$ cat src/rtl/piso_4bit_tx.sv
// Parallel-in serial-out transmitter feeding the SIPO receive stage.
// One word per valid/ready handshake, one bit per clk, optional idle gap between words.
module piso_4bit_tx #(
  parameter int WIDTH      = 4,
  parameter int MSB_FIRST  = 1,
  parameter int GAP_CYCLES = 1
) (
  input  logic             clk,
  input  logic             rst,
  input  logic [WIDTH-1:0] pin,
  input  logic             pin_valid,
  output logic             pin_ready,
  output logic             sout,
  output logic             sout_valid,
  output logic             sof,
  output logic             busy
);

  // state | meaning
  // IDLE  | waiting for a word, pin_ready=1
  // SHIFT | emitting word bits, sout_valid=1, sof on bit 0
  // GAP   | forced idle line for GAP_CYCLES cycles before next word

  localparam int CW = $clog2(WIDTH);
  localparam logic [CW-1:0] LAST = CW'(WIDTH - 1);
  localparam logic [3:0] GAP_LOAD = 4'((GAP_CYCLES > 0) ? GAP_CYCLES - 1 : 0);
  localparam bit BACK2BACK = (GAP_CYCLES == 0);

  if (WIDTH < 2 || WIDTH > 16) begin : g_bad_width
    $error("piso_4bit_tx: WIDTH out of range 2..16");
  end
  if (GAP_CYCLES < 0 || GAP_CYCLES > 15) begin : g_bad_gap
    $error("piso_4bit_tx: GAP_CYCLES out of range 0..15");
  end

  typedef enum logic [1:0] {
    IDLE  = 2'd0,
    SHIFT = 2'd1,
    GAP   = 2'd2
  } state_t;

  state_t           state, nxt_state;
  logic [WIDTH-1:0] sr, nxt_sr, sr_adv;
  logic [CW-1:0]    bit_cnt, nxt_bit_cnt;
  logic [3:0]       gap_cnt, nxt_gap_cnt;
  logic             accept;
  logic             nxt_sout, nxt_sout_valid, nxt_sof, nxt_busy, nxt_ready;

  // pin_ready is registered, so the handshake never depends combinationally on pin_valid
  assign accept = pin_valid & pin_ready;
  assign sr_adv = (MSB_FIRST != 0) ? {sr[WIDTH-2:0], 1'b0} : {1'b0, sr[WIDTH-1:1]};

  always_comb begin
    nxt_state   = state;
    nxt_sr      = sr;
    nxt_bit_cnt = bit_cnt;
    nxt_gap_cnt = gap_cnt;
    case (state)
      IDLE: begin
        if (accept) begin
          nxt_state   = SHIFT;
          nxt_sr      = pin;
          nxt_bit_cnt = '0;
        end
      end
      SHIFT: begin
        nxt_sr      = sr_adv;
        nxt_bit_cnt = bit_cnt + 1'b1;
        if (bit_cnt == LAST) begin
          nxt_bit_cnt = '0;
          if (!BACK2BACK) begin
            nxt_state   = GAP;
            nxt_gap_cnt = GAP_LOAD;
          end else if (accept) begin
            nxt_sr = pin;
          end else begin
            nxt_state = IDLE;
          end
        end
      end
      GAP: begin
        if (gap_cnt == 4'd0) begin
          nxt_state = IDLE;
        end else begin
          nxt_gap_cnt = gap_cnt - 1'b1;
        end
      end
      default: nxt_state = IDLE;
    endcase
  end

  // Outputs are computed from the next state so they come straight off flops
  always_comb begin
    nxt_sout_valid = (nxt_state == SHIFT);
    nxt_sout       = (nxt_state == SHIFT) &&
                     ((MSB_FIRST != 0) ? nxt_sr[WIDTH-1] : nxt_sr[0]);
    nxt_sof        = (nxt_state == SHIFT) && (nxt_bit_cnt == '0);
    nxt_busy       = (nxt_state != IDLE);
    nxt_ready      = (nxt_state == IDLE) ||
                     (BACK2BACK && (nxt_state == SHIFT) && (nxt_bit_cnt == LAST));
  end

  always_ff @(posedge clk) begin
    if (!rst) begin
      state      <= IDLE;
      sr         <= '0;
      bit_cnt    <= '0;
      gap_cnt    <= '0;
      sout       <= 1'b0;
      sout_valid <= 1'b0;
      sof        <= 1'b0;
      busy       <= 1'b0;
      pin_ready  <= 1'b1;
    end else begin
      state      <= nxt_state;
      sr         <= nxt_sr;
      bit_cnt    <= nxt_bit_cnt;
      gap_cnt    <= nxt_gap_cnt;
      sout       <= nxt_sout;
      sout_valid <= nxt_sout_valid;
      sof        <= nxt_sof;
      busy       <= nxt_busy;
      pin_ready  <= nxt_ready;
    end
  end

endmodule

$ cat config.mk
export PLATFORM = sky130hd
export DESIGN_NAME = piso_4bit_tx
export DESIGN_NICKNAME = d
export VERILOG_FILES = /design/src/rtl/piso_4bit_tx.sv
export SDC_FILE = /design/constraint.sdc
export NUM_CORES = 1
export LEC_CHECK = 0
export ABC_AREA = 1
export CAP_MARGIN = 20
export CORE_MARGIN = 3
export CORE_UTILIZATION = 53
export CTS_BUF_LIST = sky130_fd_sc_hd__clkbuf_4 sky130_fd_sc_hd__clkbuf_8
export DETAILED_ROUTE_END_ITERATION = 10
export PLACE_DENSITY_LB_ADDON = 0.3
export SYNTH_ARGS = -nofsm -noshare
export SYNTH_HDL_FRONTEND = slang
export SYNTH_SLANG_ARGS = --single-unit
$ cat constraint.sdc
create_clock -name clk -period 1.2 [get_ports clk]
set_input_delay 0.24 -clock clk [delete_from_list [all_inputs] [get_ports clk]]
set_output_delay 0.24 -clock clk [all_outputs]
set_load 0.005 [all_outputs]
==> impl_metrics.env, run 1 <==
export IMPL_clock_latency_ps=300
export IMPL_syn_area_sq_um=711
export IMPL_tightest_slew_ps=291
export IMPL_hold_viol=0
export IMPL_chipHeight_microns=42.6
export IMPL_die_w_microns=42.6
export IMPL_path_class="reg -> reg"
export IMPL_avgSynthCellArea_sq_um=7.90
export IMPL_crit_chain="inv_2 -> nor2_1 -> nand2_2 -> buf_4 -> nand2_1 -> nand2_1 -> a21oi_1"
export IMPL_clkSinkCount=17
export IMPL_antenna_left=0
export IMPL_met2_length_microns=687
export IMPL_drc=0
export IMPL_min_period_over_period_pct=95.0
export IMPL_pin_count=12
export IMPL_clk_pin_slew_worst_paths_ps=110
export IMPL_vias=608
export IMPL_yosys_register_bits=17
export IMPL_finalClockSkew_ps=12.1
export IMPL_critical_path_slowest_cell="dfxtp_1"
export IMPL_clk_path_buf_depth=2
export IMPL_layout_cells_non_filler=123
export IMPL_powerDensity_nw_per_um2=1190
export IMPL_synth_warnings=0
export IMPL_cts_htree_levels=1
export IMPL_power_leakage_nw=0.433
export IMPL_rr_worst_depth=7
export IMPL_nets=119
export IMPL_m1WireLength_microns=629
export IMPL_fp_dieArea_sq_um=1820
export IMPL_first_pass_iters=4
export IMPL_synth_distinct_cells=18
export IMPL_antenna_found_initial=0
export IMPL_critical_path_max_fanout=4
export IMPL_peakVddDrop_mv=1.02
export IMPL_clock_root_buffer="clkbuf_4"
export IMPL_status="finished, final reports clean"
export IMPL_end_kind="register"
export IMPL_start_kind="register"
export IMPL_finish_utilization_pct=78.8
export IMPL_tritoncts="built"
export IMPL_grt_pass1_vias=595
export IMPL_tns_ps=0
export IMPL_drt_initial_drc_count=16
export IMPL_crit_top_cell="nand2_1"
export IMPL_syn_to_final_growth_pct=31.5
export IMPL_critPathArrivalTime_ps=1380
export IMPL_gr_usage_all_layers_pct=16.5
export IMPL_avgRoutedWirePerCell_microns=11.3
export IMPL_port_buffer_count=11
export IMPL_grt_max_degree=12
export IMPL_coreArea_sq_um=1190
export IMPL_holdPathStages=2
export IMPL_setup_viol=0
export IMPL_seq_area_frac_synth_pct=47.9
export IMPL_rows=12
export IMPL_grt_first_pass_wirelength_microns=2260
export IMPL_slew_viol_final=0
export IMPL_wl_met3_microns=48
export IMPL_netlist_instances=90
export IMPL_maxSlewHeadroom_pct=80.5
export IMPL_cts_buffers=3
export IMPL_wl_microns=1390
export IMPL_dp_hpwl_microns=986
export IMPL_hold_slack_ps=473
export IMPL_max_freq_mhz=877
export IMPL_via_per_inst=4.94
export IMPL_rsz0062_at_grt="yes"
export IMPL_critical_path_required_ps=1440
export IMPL_post_route_min_period_ps=1140
export IMPL_maxCapViolCount=0
export IMPL_cts_hold_buf=0
export IMPL_drive_gt1_share_pct=33.9
export IMPL_gp_congestion=0.733
export IMPL_gr_total_overflow=0
export IMPL_synth_nets=99
export IMPL_start_util_pct=59.9
export IMPL_min_path_type="reg -> reg"
export IMPL_top_layer="met4"
export IMPL_numPlacedInstances=117
export IMPL_antenna_diode_count=0
export IMPL_slowest_delay_ps=370
==> metrics by stage <==
stage                     power, mW  instance area (sq um)  setup WS [ps]
after CTS                      1.10                    887           1.50
after global routing           1.15                    935          -23.9
after floorplan               0.717                    711           87.1
after global placement        0.786                    853           -183
after detailed placement      0.793                    853           -180
final                          1.11                    935           59.9
==> worst max-delay path: cells and delay by family, from the launching register on <==
family | cells | cell delay, ps
flops | 1 | 370
compound gates | 1 | 130
buf+inv | 2 | 220
simple gates | 4 | 370
==> cells in the final DEF, fill, tap and decap left out, types with 4 or more instances in the layout <==
cell type | netlist | final
nand2_1 | 21 | 21
dfxtp_1 | 17 | 11
nor2_1 | 10 | 10
inv_2 | 6 | 9
a21oi_1 | 7 | 7
clkdlybuf4s50_1 | 0 | 6
dfxtp_2 | 0 | 5
dlygate4sd2_1 | 0 | 5
nand3_1 | 4 | 4
buf_4 | 0 | 4
==> cell usage after synthesis, drive strengths merged <==
| cell | number | area share (%) |
|---|---|---|
| clkinv | 1 | 1.2 |
| ha | 2 | 3.5 |
| inv | 12 | 6.3 |
| dfxtp | 17 | 48 |
| a31oi | 1 | 0.88 |
| a21boi | 2 | 2.1 |
| nor3 | 1 | 0.70 |
| a21oi | 7 | 4.9 |
| nand3 | 4 | 2.8 |
| nand2 | 26 | 17 |
| o21ai | 3 | 3.2 |
| nor2 | 14 | 9.5 |
==> cell families after synthesis <==
logic type,Yosys count,synth area share (%)
and+or+nand+nor,45,29.9
DFF,17,47.9
AOI/OAI and AO/OA,13,11.1
buffers and inverters,13,7.57
adders and majority gates,2,3.52
==> registers in the layout, summed over array words and instances, names as in the netlist <==
register / cells
gap_cnt: 4
sr: 4
bit_cnt: 2
state: 2
busy: 1
pin_ready: 1
sof: 1
sout: 1
sout_valid: 1
==> power by group <==
group          switching, mW  total, mW  leakage [nW]  internal (mW)
combinational         0.0915      0.170         0.278         0.0787
sequential            0.0186      0.619         0.141          0.601
clock                  0.194      0.321        0.0139          0.127
==> routing by layer <==
metal / vias up / track usage (%)
met3: 4 / 2.58
met1: 274 / 18.8
li1: 316 / -
met4: 0 / 9.32
met5: - / 0
met2: 14 / 28.4
==> cell type report <==
class / count / area (sq um)
clock inverters: 1 / 7.51
inverters: 13 / 53.8
well taps: 14 / 17.5
multi-input cells: 60 / 349
fillers: 89 / 251
flip-flops and latches: 17 / 350
repair buffers: 15 / 134
clock buffers: 3 / 22.5
==> path summary, 6_finish.rpt <==
path	slack (ps)	from	endpoint
setup reg to reg	60	state[1]	gap_cnt[0]
hold / removal	470	sr[1]	sr[1]
setup / recovery	60	state[1]	gap_cnt[0]
hold reg to reg	470	sr[1]	sr[1]
==> repair_timing <==
| action | 4_1_cts | 5_1_grt |
|---|---|---|
| setup buffers | 1 | 1 |
| resized for setup | 7 | 12 |
| setup endpoints to repair | 6 | 7 |
| pin swaps | 1 | 6 |
Note: power is estimated with default switching activity, not from simulation.
==> run 2, diff against run 1 <==
CTS_BUF_LIST = sky130_fd_sc_hd__clkbuf_4   (was sky130_fd_sc_hd__clkbuf_4 sky130_fd_sc_hd__clkbuf_8)
GPL_ROUTABILITY_DRIVEN = 0   (was not set)
==> results of run 2 <==
The final DEF is identical to that of run 1; final timing and power are the same.
==> run 3, diff against run 2 <==
SLEW_MARGIN = 20   (was not set)
==> results of run 3 <==
The final DEF is identical to that of run 1; final timing and power are the same.
